==> src/rtl/prescaled_counter.sv <==
`default_nettype none
// ============================================================================
//  Module      : prescaled_counter
//  Description : Up/down counter with a runtime divide-by-(i_div+1) prescaler,
//                a runtime inclusive top value, parallel load, and an optional
//                one-shot mode that stops at the terminal value.
//                Produces registered tick, change, wrap and done indications.
//  Revision    : 1.0 - initial release
// ============================================================================
module prescaled_counter #(
    parameter int WIDTH    = 8,
    parameter int DIV_W    = 4,
    parameter int ONE_SHOT = 0
) (
    input  logic             clk,
    input  logic             rst,
    input  logic             i_en,
    input  logic             i_up,
    input  logic [DIV_W-1:0] i_div,
    input  logic [WIDTH-1:0] i_top,
    input  logic             i_load,
    input  logic [WIDTH-1:0] i_load_value,
    output logic [WIDTH-1:0] value,
    output logic             o_tick,
    output logic             o_change,
    output logic             o_wrap,
    output logic             o_done
);

    localparam logic             c_one_shot = (ONE_SHOT != 0);
    localparam logic [DIV_W-1:0] c_pre_one  = DIV_W'(1);
    localparam logic [WIDTH-1:0] c_val_one  = WIDTH'(1);

    logic [DIV_W-1:0] r_pre;
    logic [WIDTH-1:0] r_value;
    logic             r_tick;
    logic             r_change;
    logic             r_wrap;
    logic             r_done;

    logic [DIV_W-1:0] w_next_pre;
    logic [WIDTH-1:0] w_next_value;
    logic             w_next_done;
    logic             w_next_tick;
    logic             w_next_wrap;
    logic             w_step;
    logic             w_at_term;

    // A step fires once the prescaler has reached the divide value; using >=
    // lets a lowered i_div take effect on the very next enabled cycle.
    assign w_step    = i_en && (r_pre >= i_div);
    // Terminal value depends on direction: top when counting up, zero when down.
    assign w_at_term = i_up ? (r_value >= i_top) : (r_value == '0);

    // Next-state computation: load beats step, step beats hold.
    always_comb begin
        w_next_pre   = r_pre;
        w_next_value = r_value;
        w_next_done  = r_done;
        w_next_tick  = 1'b0;
        w_next_wrap  = 1'b0;
        if (i_load) begin
            w_next_value = i_load_value;
            w_next_pre   = '0;
            w_next_done  = 1'b0;
        end else if (i_en) begin
            if (w_step) begin
                w_next_pre = '0;
                // Once a one-shot run has finished, steps are swallowed.
                if (!(c_one_shot && r_done)) begin
                    w_next_tick = 1'b1;
                    if (w_at_term) begin
                        if (c_one_shot) begin
                            w_next_done = 1'b1;
                        end else begin
                            w_next_value = i_up ? '0 : i_top;
                            w_next_wrap  = 1'b1;
                        end
                    end else begin
                        w_next_value = i_up ? (r_value + c_val_one)
                                            : (r_value - c_val_one);
                    end
                end
            end else begin
                w_next_pre = r_pre + c_pre_one;
            end
        end
    end

    // State and pulse registers; reset wins over every other input.
    always_ff @(posedge clk) begin
        if (rst) begin
            r_pre    <= '0;
            r_value  <= '0;
            r_tick   <= 1'b0;
            r_change <= 1'b0;
            r_wrap   <= 1'b0;
            r_done   <= 1'b0;
        end else begin
            r_pre    <= w_next_pre;
            r_value  <= w_next_value;
            r_tick   <= w_next_tick;
            r_change <= (w_next_value != r_value);
            r_wrap   <= w_next_wrap;
            r_done   <= w_next_done;
        end
    end

    assign value    = r_value;
    assign o_tick   = r_tick;
    assign o_change = r_change;
    assign o_wrap   = r_wrap;
    assign o_done   = r_done;

endmodule
`default_nettype wire

==> config.mk <==
export PLATFORM = sky130hd
export DESIGN_NAME = prescaled_counter
export DESIGN_NICKNAME = d
export VERILOG_FILES = /design/src/rtl/prescaled_counter.sv
export SDC_FILE = /design/constraint.sdc
export NUM_CORES = 1
export LEC_CHECK = 0
export CORE_MARGIN = 2
export CORE_UTILIZATION = 54
export CTS_CLUSTER_DIAMETER = 40
export DETAILED_ROUTE_END_ITERATION = 12
export GPL_TIMING_DRIVEN = 0
export HOLD_SLACK_MARGIN = 0.02
export PLACE_DENSITY = 0.95
export REMOVE_ABC_BUFFERS = 1
export SKIP_LAST_GASP = 1
export SYNTH_ARGS = -nofsm -noshare
export SYNTH_HDL_FRONTEND = slang
export SYNTH_SLANG_ARGS = --single-unit
==> constraint.sdc <==
create_clock -name clk -period 4.13 [get_ports clk]
set_clock_uncertainty 0.2 [all_clocks]
set_input_delay 0.826 -clock clk [delete_from_list [all_inputs] [get_ports clk]]
set_output_delay 0.826 -clock clk [all_outputs]
set_load 0.02 [all_outputs]
==> summary.txt <==
Die
  • Ports: 37
  • Die area: 3350 um^2
  • Die height: 57.8 um
  • Core Rows: 19
  • CORE AREA: 2760 um^2
  • Chip Width: 57.8 um
  • Initial Util: 56.8%

Run
  • Max-cap violations: 0

Finish
  • Layout cells sized above 1: 4.35%
  • N_diodes: 0
  • Most frequent cells in the layout: clkdlybuf4s50_1 (35), nand2_1 (21), nor2_1 (21)
  • Area added between synthesis and finish: 23.4%
  • Most common cell after layout, fill and taps aside: clkdlybuf4s50_1
  • Nets@finish: 276

GRT
  • First-pass GRT wire length: ~6300 um
  • Vias in the first global route: ~1.4k
  • Grt total ovfl: 0
  • Initial antenna violation count: 0
  • GRT Resource Usage Total: 24.5%
  • Largest net degree at the start of global routing: 19

Logic synthesis
  • Main synth FF type: dfxtp_1
  • Ys async rst share: 0%
  • YS warnings: 0
  • Sequential area share after synthesis: 19.2%
  • Flops & latches, synth: 15
  • Cell variety after synth: 54
  • Syn Inst Count: 199
  • Syn avg cell area: a little under 8 um^2
  • Post-synth EDFFs: 0
  • Synth Cell Area: 1570 um^2

Routing
  • DRC: 0
  • Vias per cell: around 6
  • 1st-iter DRT viols: 48
  • Drt wl/cell: 14.8 um
  • Pre-antenna DRT Iters: 5
  • Vias post-DR: 1,573
  • Antenna Nets Post-Route: 0
  • Total Wirelength: 3870 um

CTS
  • Post-CTS sizing: 0
  • Max Root-Sink Buffers: 2
  • Clk sink count: 15
  • TritonCTS buffer count: 3
  • Reg clk slew, reported paths: roughly 0.08 ns
  • CTS tree: built
  • Clk root buf: clkbuf_4
  • H-tree level count: 1
  • Setup Buffers After CTS: 0
  • Worst-Skew Late Latency: 0.28 ns
  • Post-CTS Hold Fix Bufs: 0

Setup path
  • CP required: 4.09 ns
  • WP data arrival: approximately 3.6 ns
  • Startpoint Class: input port
  • Maximum fanout along the worst path: 10
  • Critical path class: in -> reg
  • Setup crit end kind: register

Timing
  • Max-slew headroom: 57.9%
  • Setup TNS: 0 ns
  • Tcrit/Tclk final: 89.2%
  • RSZ-0062 raised after global routing: no
  • Final Hold Vio Count: 0
  • Setup violations, final: 0
  • Max-slew violation count: 0
  • Worst Tran Pin Value: about 0.63 ns
  • Peak Freq: 271 MHz
  • Minimum clock period: 3.68 ns

Power
  • Final Total Pwr: 437 uW
  • Leak pwr: 0.842 nW
  • Power Density: 226 nW/um^2
  • Peak VDD IR: 0.000236 V

Placed design
  • Dpl hpwl: ~3000 um
  • Buffers on Ports: 35
  • GP Congestion: about 0.96

Min path
  • Hold Path Class: reg -> reg

Outcome
  • Outcome: completed
## final timing paths
check                start       end  slack (ns)  cells past startpoint
hold reg to reg   r_pre[3]  r_pre[3]        0.34                      2
setup reg to reg  value[0]  o_change        1.23                     10
hold / removal    r_pre[3]  r_pre[3]        0.34                      2
setup / recovery      i_up  o_change        0.45                     11
## critical path: stages
cell and delay, ns:
clkdlybuf4s50_1 0.65, inv_2 0.18, ha_1 0.36, nor2b_4 0.14
o31a_1 0.25, o21a_1 0.18, or3_1 0.30, a32o_1 0.29
a221o_1 0.32, nand2_1 0.06, a31oi_1 0.08
## metrics by stage
stage                     util [%]  instance area, um^2  worst slack [ns]  std cells  hold slack, ns
after floorplan                  -                 1520              1.07        191           0.283
after global placement        69.1                 1910             0.183        257           0.303
after detailed placement      69.1                 1910             0.140        257           0.324
after CTS                     70.1                 1930             0.448        261           0.346
after global routing          70.1                 1930             0.337        261           0.388
final                         70.1                 1930             0.446        261           0.339
## registers in the layout, indices dropped and copies added, names as in the netlist
register  count
value         8
r_pre         4
o_change      1
o_tick        1
o_wrap        1
## cells by family after synthesis
| kind of cell | synth area share, % |
|---|---|
| buffers and inverters | 6.71 |
| xor gates and xnor gates | 8.95 |
| DFF | 19.2 |
| and+or+nand+nor | 19.3 |
| AOI/OAI and AO/OA | 27.7 |
| muxes | 1.36 |
| other | 0.240 |
| adders and majority gates | 16.5 |
## metal layers
metal | routed length (um) | GRT usage (%) | part of all wire [%] | vias to the layer above
met4 | 25 | 6.31 | 0.65 | 0
met1 | 1630 | 31.3 | 42 | 725
met2 | 1930 | 41.4 | 50 | 65
met3 | 287 | 5.80 | 7.4 | 4
li1 | - | - | - | 779
met5 | 0 | 0 | 0 | -
## cell usage after synthesis (2+ instances only)
cell | count | area [um^2]
a21o_1 | 3 | 22.5
or3_1 | 2 | 12.5
nand2b_1 | 3 | 18.8
ha_1 | 19 | 238
a21oi_1 | 12 | 60.1
o211ai_1 | 4 | 30.0
o21ai_1 | 2 | 10.0
a211oi_1 | 3 | 22.5
a221oi_1 | 2 | 17.5
dfxtp_1 | 15 | 300
a31oi_1 | 3 | 18.8
o21ai_0 | 8 | 40.0
nor2_1 | 21 | 78.8
buf_2 | 2 | 10.0
a211o_1 | 2 | 17.5
o31a_1 | 2 | 17.5
nand2_1 | 21 | 78.8
nand4_1 | 2 | 12.5
nor3_1 | 5 | 25.0
nor2b_1 | 2 | 12.5
xor2_1 | 10 | 87.6
xnor2_1 | 6 | 52.6
nor4_1 | 3 | 18.8
clkbuf_1 | 3 | 11.3
o21a_1 | 2 | 15.0
inv_1 | 14 | 52.6
## where the power goes
group	switching (mW)	internal, mW	leakage, nW	total, mW
registers	0.0153	0.151	0.123	0.167
clock network	0.0446	0.0375	0.0150	0.0821
logic	0.0950	0.0932	0.704	0.188
total	0.155	0.282	0.842	0.437
## area by class of cell
| cell class | instances | area, um^2 |
|---|---|---|
| tap | 31 | 38.8 |
| inverter | 15 | 56.3 |
| timing repair buffer | 35 | 350 |
| sequential | 15 | 300 |
| multi-input combinational | 161 | 1160 |
| fill | 239 | 826 |
| clock buffer | 4 | 26.3 |
Power figures use the tool's default switching activity.
